--- src/rtl/pulse_stretch_fsmd_pkg.sv ---
// Shared definitions for the pulse stretcher: state encoding and default timing at 100 MHz.
package pulse_stretch_fsmd_pkg;

  typedef enum logic [1:0] {
    ST_IDLE = 2'b00,
    ST_ON   = 2'b01,
    ST_GAP  = 2'b10
  } state_e;

  localparam int CNT_W_DEFAULT = 21;
  localparam int ON_CNT_20MS   = 2000000;
  localparam int GAP_CNT_10MS  = 1000000;

  // A duration of n cycles is counted from n-1 down to 0; zero cycles loads zero.
  function automatic int unsigned load_of(input int unsigned n_cycles);
    if (n_cycles == 32'd0) begin
      return 32'd0;
    end else begin
      return n_cycles - 32'd1;
    end
  endfunction

endpackage

--- src/rtl/load_dec_counter.sv ---
// Loadable down-counter that saturates at zero and reports a zero flag.
module load_dec_counter #(
  parameter int N = 21
) (
  input  logic         i_CLK,
  input  logic         i_RST,
  input  logic         load,
  input  logic [N-1:0] load_val,
  input  logic         dec,
  input  logic         clr,
  output logic         zero
);

  localparam logic [N-1:0] ONE = N'(1);

  logic [N-1:0] cnt_r;

  // Count register: clear beats load, load beats decrement.
  always_ff @(posedge i_CLK or posedge i_RST) begin
    if (i_RST) begin
      cnt_r <= '0;
    end else if (clr) begin
      cnt_r <= '0;
    end else if (load) begin
      cnt_r <= load_val;
    end else if (dec && (cnt_r != '0)) begin
      cnt_r <= cnt_r - ONE;
    end else begin
      cnt_r <= cnt_r;
    end
  end

  assign zero = (cnt_r == '0);

endmodule

--- src/rtl/pulse_stretch_fsmd.sv ---
// Stretches a one-cycle tick into a fixed-length level pulse followed by an enforced low gap.
module pulse_stretch_fsmd
  import pulse_stretch_fsmd_pkg::*;
#(
  parameter int N       = CNT_W_DEFAULT,
  parameter int ON_CNT  = ON_CNT_20MS,
  parameter int GAP_CNT = GAP_CNT_10MS,
  parameter int RETRIG  = 0
) (
  input  logic i_CLK,
  input  logic i_RST,
  input  logic i_TICK,
  input  logic i_ABORT,
  output logic o_LVL,
  output logic o_BUSY,
  output logic o_DONE_TICK,
  output logic o_DROP_TICK
);

  localparam logic [N-1:0] ON_LOAD    = N'(load_of(ON_CNT));
  localparam logic [N-1:0] GAP_LOAD   = N'(load_of(GAP_CNT));
  localparam bit           GAP_EN     = (GAP_CNT != 0);
  localparam bit           RETRIG_EN  = (RETRIG != 0);

  state_e       state_r;
  state_e       next_state_s;
  logic         cnt_load_s;
  logic [N-1:0] cnt_load_val_s;
  logic         cnt_dec_s;
  logic         cnt_clr_s;
  logic         cnt_zero_s;
  logic         done_s;
  logic         drop_s;

  load_dec_counter #(.N(N)) u_cnt (
    .i_CLK    (i_CLK),
    .i_RST    (i_RST),
    .load     (cnt_load_s),
    .load_val (cnt_load_val_s),
    .dec      (cnt_dec_s),
    .clr      (cnt_clr_s),
    .zero     (cnt_zero_s)
  );

  // Next-state decision and counter control; abort overrides everything, including a same-cycle tick.
  always_comb begin
    next_state_s   = state_r;
    cnt_load_s     = 1'b0;
    cnt_load_val_s = ON_LOAD;
    cnt_dec_s      = 1'b0;
    cnt_clr_s      = 1'b0;
    done_s         = 1'b0;
    drop_s         = 1'b0;
    if (i_ABORT) begin
      next_state_s = ST_IDLE;
      cnt_clr_s    = 1'b1;
    end else begin
      case (state_r)
        ST_IDLE: begin
          if (i_TICK) begin
            next_state_s = ST_ON;
            cnt_load_s   = 1'b1;
          end else begin
            next_state_s = ST_IDLE;
          end
        end
        ST_ON: begin
          if (i_TICK && RETRIG_EN) begin
            // Retrigger wins even on the final high cycle, so no done tick then.
            cnt_load_s = 1'b1;
          end else begin
            drop_s = i_TICK;
            if (cnt_zero_s) begin
              done_s = 1'b1;
              if (GAP_EN) begin
                next_state_s   = ST_GAP;
                cnt_load_s     = 1'b1;
                cnt_load_val_s = GAP_LOAD;
              end else begin
                next_state_s = ST_IDLE;
              end
            end else begin
              cnt_dec_s = 1'b1;
            end
          end
        end
        ST_GAP: begin
          drop_s = i_TICK;
          if (cnt_zero_s) begin
            next_state_s = ST_IDLE;
          end else begin
            cnt_dec_s = 1'b1;
          end
        end
        default: begin
          next_state_s = ST_IDLE;
          cnt_clr_s    = 1'b1;
        end
      endcase
    end
  end

  // State register with outputs decoded from the next state so they line up with it.
  always_ff @(posedge i_CLK or posedge i_RST) begin
    if (i_RST) begin
      state_r     <= ST_IDLE;
      o_LVL       <= 1'b0;
      o_BUSY      <= 1'b0;
      o_DONE_TICK <= 1'b0;
      o_DROP_TICK <= 1'b0;
    end else begin
      state_r     <= next_state_s;
      o_LVL       <= (next_state_s == ST_ON);
      o_BUSY      <= (next_state_s != ST_IDLE);
      o_DONE_TICK <= done_s;
      o_DROP_TICK <= drop_s;
    end
  end

endmodule

--- config.mk ---
export PLATFORM = sky130hd
export DESIGN_NAME = pulse_stretch_fsmd
export DESIGN_NICKNAME = d
export VERILOG_FILES = /design/src/rtl/pulse_stretch_fsmd_pkg.sv /design/src/rtl/load_dec_counter.sv /design/src/rtl/pulse_stretch_fsmd.sv
export SDC_FILE = /design/constraint.sdc
export NUM_CORES = 1
export LEC_CHECK = 0
export CAP_MARGIN = 10
export CELL_PAD_IN_SITES_DETAIL_PLACEMENT = 0
export CELL_PAD_IN_SITES_GLOBAL_PLACEMENT = 1
export CORE_ASPECT_RATIO = 0.75
export CORE_UTILIZATION = 45
export DETAILED_ROUTE_END_ITERATION = 10
export GPL_TIMING_DRIVEN = 0
export HOLD_SLACK_MARGIN = 0.08
export PLACE_DENSITY_LB_ADDON = 0.1
export SYNTH_ARGS = -nofsm -noshare
export SYNTH_HDL_FRONTEND = slang
export SYNTH_SLANG_ARGS = --single-unit
--- constraint.sdc ---
create_clock -name i_CLK -period 2.9 [get_ports i_CLK]
set_input_delay 0.58 -clock i_CLK [delete_from_list [all_inputs] [get_ports i_CLK]]
set_output_delay 0.58 -clock i_CLK [all_outputs]
set_load 0.1 [all_outputs]
# Word-level counts from Yosys, hierarchy flattened

Index checks and enable logic that the tools add are counted.

Output and inout bits: 4
Input port bits: 4
Bits in registers: 27

Add/subtract/negate cells: 1
Reductions and logical operators: 8
Muxes and demuxes: 24
Eq/ne operators: 3

Operator list:

| kind                                                | number |
|---|---|
| two-way mux 21 bit                                  | 6 |
| zero test 21 bit                                    | 1 |
| nonzero test 21 bit                                 | 1 |
| subtractor 21 x 1 -> 21 bit, second input constant  | 1 |
| two-way mux 1 bit                                   | 13 |
| two-way mux 2 bit                                   | 3 |
| case mux 2 bit (3 select lines)                     | 1 |
| equality test 2 x 1 -> 1 bit, second input constant | 2 |
| nonzero test 3 bit                                  | 1 |
| OR reduction 3 bit                                  | 1 |
| equality test 2 bit, second input constant          | 1 |
| zero test 2 bit                                     | 1 |
| case mux 1 bit (2 select lines)                     | 1 |
| nonzero test 2 bit                                  | 1 |
| OR reduction 2 bit                                  | 1 |
| logical AND 1 bit                                   | 1 |

# Longest topological paths before layout

Depth in word-level cells: 8
Mapped depth: 10
Gate-level depth less buffers: 8

# Modules after synthesis

A second synthesis with hierarchy kept.

Cells, all modules: 181
Area, all modules: 1682.9 um^2

By module, submodules not included:

| module             | times used | sequential area each (um^2) | area each (um^2) | cells an instance |
|---|---|---|---|---|
| load_dec_counter   | 1          | 525.5                       | 1321.3           | 145 |
| pulse_stretch_fsmd | 1          | 150.1                       | 361.6            | 36 |

# Worst setup path before layout

No wires, ideal clock.

Kind: register to register
From: register u_cnt.cnt_r[0]
To: register u_cnt.cnt_r[14]
Slack: 0.522 ns
Buffers on the path: 2
Arrival time: 2.257 ns
Library setup time: 0.121 ns
Cell stages (with the launch flop): 11
Clock period less this slack: 2.378 ns
Required time: 2.779 ns
Cells stage by stage: dfrtp_1 > inv_1 > ha_1 > or4b_1 > buf_2 > or3_4 > o21a_1 > buf_4 > nor2_4 > a21oi_1 > o22a_1

Longest elaborated chain between the ends: 6

Ends and longest elaborated chain:

| element                                                                             | line                   | source |
|---|---|---|
| start: declaration                                                                  | load_dec_counter.sv:16 | `logic [N-1:0] cnt_r;` |
| start signal: assignment                                                            | load_dec_counter.sv:25 | `cnt_r <= load_val;` |
| start signal: assignment                                                            | load_dec_counter.sv:27 | `cnt_r <= cnt_r - ONE;` |
| start signal: assignment                                                            | load_dec_counter.sv:29 | `cnt_r <= cnt_r;` |
| parallel branches: the longest is 6 deep, another holds subtractor 21 x 1 -> 21 bit | n/a                    |  |

Parallel ways; which one is timed is not known. The select of a mux whose other input is x is not followed.
A chain may end at the register's enable or synchronous reset.

# Final worst setup path

Ends and elaborated chain as after synthesis.

==> results.sh <==
export IMPL_finalClockSkew_ps=2.119
export IMPL_peakVddDrop_mv=0.2603
export IMPL_ioPinCount=8
export IMPL_num_vias=1239
export IMPL_hp_class="flop to flop"
export IMPL_most_common_layout_cells="dfrtp_1 (27), a21oi_1 (19), nor2_1 (16)"
export IMPL_crit_type="flop to flop"
export IMPL_io_buffers=7
export IMPL_critPathCaptureType="flop"
export IMPL_synth_edf_count=0
export IMPL_holdCritStartpoint="u_cnt.cnt_r[8]$_DFFE_PP0P_"
export IMPL_fillers=282
export IMPL_grt_pass1_vias=1116
export IMPL_cp_start_kind="flop"
export IMPL_overflow=0
export IMPL_cts_root_buf="clkbuf_8"
export IMPL_cts_buffers=3
export IMPL_drv_slew=0
export IMPL_setup_violations=0
export IMPL_powerDensity_mw_per_mm2=553.4
export IMPL_coreArea_mm2=0.003084
export IMPL_clock_sinks=27
export IMPL_clock_latency_ps=270
export IMPL_rr_worst_depth=9
export IMPL_chipWidth_um=69.09
export IMPL_gp_congestion=0.8268
export IMPL_dp_hpwl_mm=2.414
export IMPL_clockBufferDepth=2
export IMPL_postSynthCellCount=163
export IMPL_drive_above_1_share_pct=9.143
export IMPL_drtIter0Drc=70
export IMPL_max_freq_mhz=369.8
export IMPL_ys_seq_area_share_pct=44.48
export IMPL_hold_buffers=0
export IMPL_antenna_cells=0
export IMPL_power_mw=0.9334
export IMPL_status="finished clean"
export IMPL_cts_resized=0
export IMPL_period_minus_slack_ps=2704
export IMPL_synthArstFlopShare_pct=100.0
export IMPL_ys_ff_latch=27
export IMPL_syn_area_mm2=0.001519
export IMPL_area_delta_synth_final_pct=11.04
export IMPL_synth_main_ff_cell="dfrtp_1"
export IMPL_final_common_cell="dfrtp_1"
export IMPL_wirelength_mm=3.307
export IMPL_worstPathArrival_ps=2920
export IMPL_worst_slew_pin_slew_ps=1029
export IMPL_grt_pass1_wl_mm=5.706
export IMPL_nNetsFinal=185
export IMPL_required_ps=3120
export IMPL_drc=0
export IMPL_syn_num_nets=172
export IMPL_fin_crit_sh_pct=93.23
export IMPL_start_util_pct=49.25
export IMPL_dieArea_mm2=0.003614
export IMPL_min_path_cells=2
export IMPL_grt_max_degree=28
export IMPL_leakagePower_nw=0.7434
export IMPL_vias_per_cell=5.817
export IMPL_num_rows=17
export IMPL_rsz0062_at_grt="false"
export IMPL_post_drt_wl_per_cell_um=15.53
export IMPL_finalSetupTns_ps=0
export IMPL_ys_warn_count=0
export IMPL_syn_area_per_cell_um2=9.319
export IMPL_min_to="u_cnt.cnt_r[8]$_DFFE_PP0P_"
export IMPL_clkTransAtPathRegs_ps=90
export IMPL_timing_slew_headroom_pct=31.32
export IMPL_crit_fanout=10
export IMPL_die_y_um=52.32
export IMPL_hold_viol=0
export IMPL_r2r_end="u_cnt.cnt_r[14]$_DFFE_PP0P_"
export IMPL_firstDrtPassIters=4
export IMPL_grt_use_total_pct=20.81
export IMPL_tritoncts="done"
export IMPL_synth_distinct_cells=39
export IMPL_max_cap_violations=0
export IMPL_drt_antenna_violating_nets=0
export IMPL_r2r_start="u_cnt.cnt_r[0]$_DFFE_PP0P_"
export IMPL_cts_max_level=1
export IMPL_cts_setup_buffers=0
export IMPL_reg2reg_slack_ps=200
export IMPL_antenna_found_initial=0
[kinds of logic (layout without fill, tap and decap cells)]
kind of cell,Yosys count,after routing,synth area share [%]
buffers and inverters,11,23,3.047
AO/OA/AOI/OAI,41,41,17.22
XOR/XNOR,13,13,7.496
AND/OR/NAND/NOR,66,66,23.64
adder cells (fa/ha/maj),5,5,4.119
flip-flops,27,27,44.48
[cell type report]
class	count	area, um^2	area share, %
sequential	27	675.6	40.06
timing repair buffer	8	75.07	4.451
buffer	5	23.77	1.409
inverter	6	22.52	1.335
clock buffer	4	45.04	2.671
tap	38	47.55	2.819
multi-input combinational	125	797.0	47.26
[layer usage]
layer  track usage [%]  vias to the layer above  share of wire (%)
li1                  -                      611                  -
met1             30.15                      587                 51
met2             31.39                       36                 42
met3             4.808                        5                6.1
met4             5.102                        0               0.97
met5                 0                        -                  0
[worst max-delay path: stages (launching register included)]
cell	delay (ps)
dfrtp_1	420
inv_1	70
ha_1	180
or4b_1	430
buf_2	170
nor3_1	440
a21oi_1	290
clkbuf_1	320
a21oi_1	190
o22a_1	140
[through the flow]
step                setup WS [ps]  utilization, %  area [um^2]  std cells  hold slack [ps]
floorplan                   522.2               -         1519        163            496.2
global placement            133.5           53.06         1637        208            529.2
detailed placement          46.58           53.06         1637        208            528.2
CTS                         37.95           54.52         1682        212            568.0
global route                3.522           54.69         1687        213            585.6
finish                      196.2           54.69         1687        213            559.4
[cells in the mapped netlist (2+ instances only)]
cell type | number | area share, %
or4_1 | 4 | 2.0
ha_1 | 5 | 4.1
nor2_1 | 16 | 4.0
nor2b_1 | 2 | 0.82
nor3_1 | 7 | 2.3
nand2b_1 | 3 | 1.2
or3_1 | 2 | 0.82
a31o_2 | 2 | 1.2
dfrtp_1 | 27 | 44
a41oi_1 | 2 | 1.2
inv_1 | 6 | 1.5
o21a_1 | 2 | 0.99
o21ai_0 | 5 | 1.6
clkbuf_1 | 2 | 0.49
or2_2 | 2 | 0.82
nand3_1 | 3 | 0.99
nor4_1 | 5 | 2.1
and2_1 | 3 | 1.2
nand4_1 | 2 | 0.82
a21oi_1 | 19 | 6.3
a31oi_1 | 2 | 0.82
xor2_1 | 8 | 4.6
xnor2_1 | 5 | 2.9
nand2_1 | 11 | 2.7
o22a_1 | 4 | 2.3
[flip-flops by register name (all words and copies together) (netlist names)]
register and flops:
o_BUSY 1, o_DROP_TICK 1, u_cnt.cnt_r 21, o_LVL 1, o_DONE_TICK 1, state_r 2
[power breakdown]
part           switching [mW]  leakage (nW)  internal (mW)
logic                   0.159         0.360         0.0997
registers              0.0484         0.360          0.413
clock network           0.115        0.0228         0.0986
[worst max-delay path by stage]
stage,start,end,cells past startpoint
2_1_floorplan,u_cnt.cnt_r[0]$_DFFE_PP0P_,u_cnt.cnt_r[14]$_DFFE_PP0P_,10
3_3_place_gp,u_cnt.cnt_r[13]$_DFFE_PP0P_,u_cnt.cnt_r[20]$_DFFE_PP0P_,6
3_5_place_dp,u_cnt.cnt_r[11]$_DFFE_PP0P_,u_cnt.cnt_r[20]$_DFFE_PP0P_,6
4_1_cts,u_cnt.cnt_r[11]$_DFFE_PP0P_,u_cnt.cnt_r[20]$_DFFE_PP0P_,6
5_1_grt,u_cnt.cnt_r[0]$_DFFE_PP0P_,u_cnt.cnt_r[20]$_DFFE_PP0P_,9
6_report,u_cnt.cnt_r[0]$_DFFE_PP0P_,u_cnt.cnt_r[14]$_DFFE_PP0P_,9
Power figures use the tool's default switching activity.
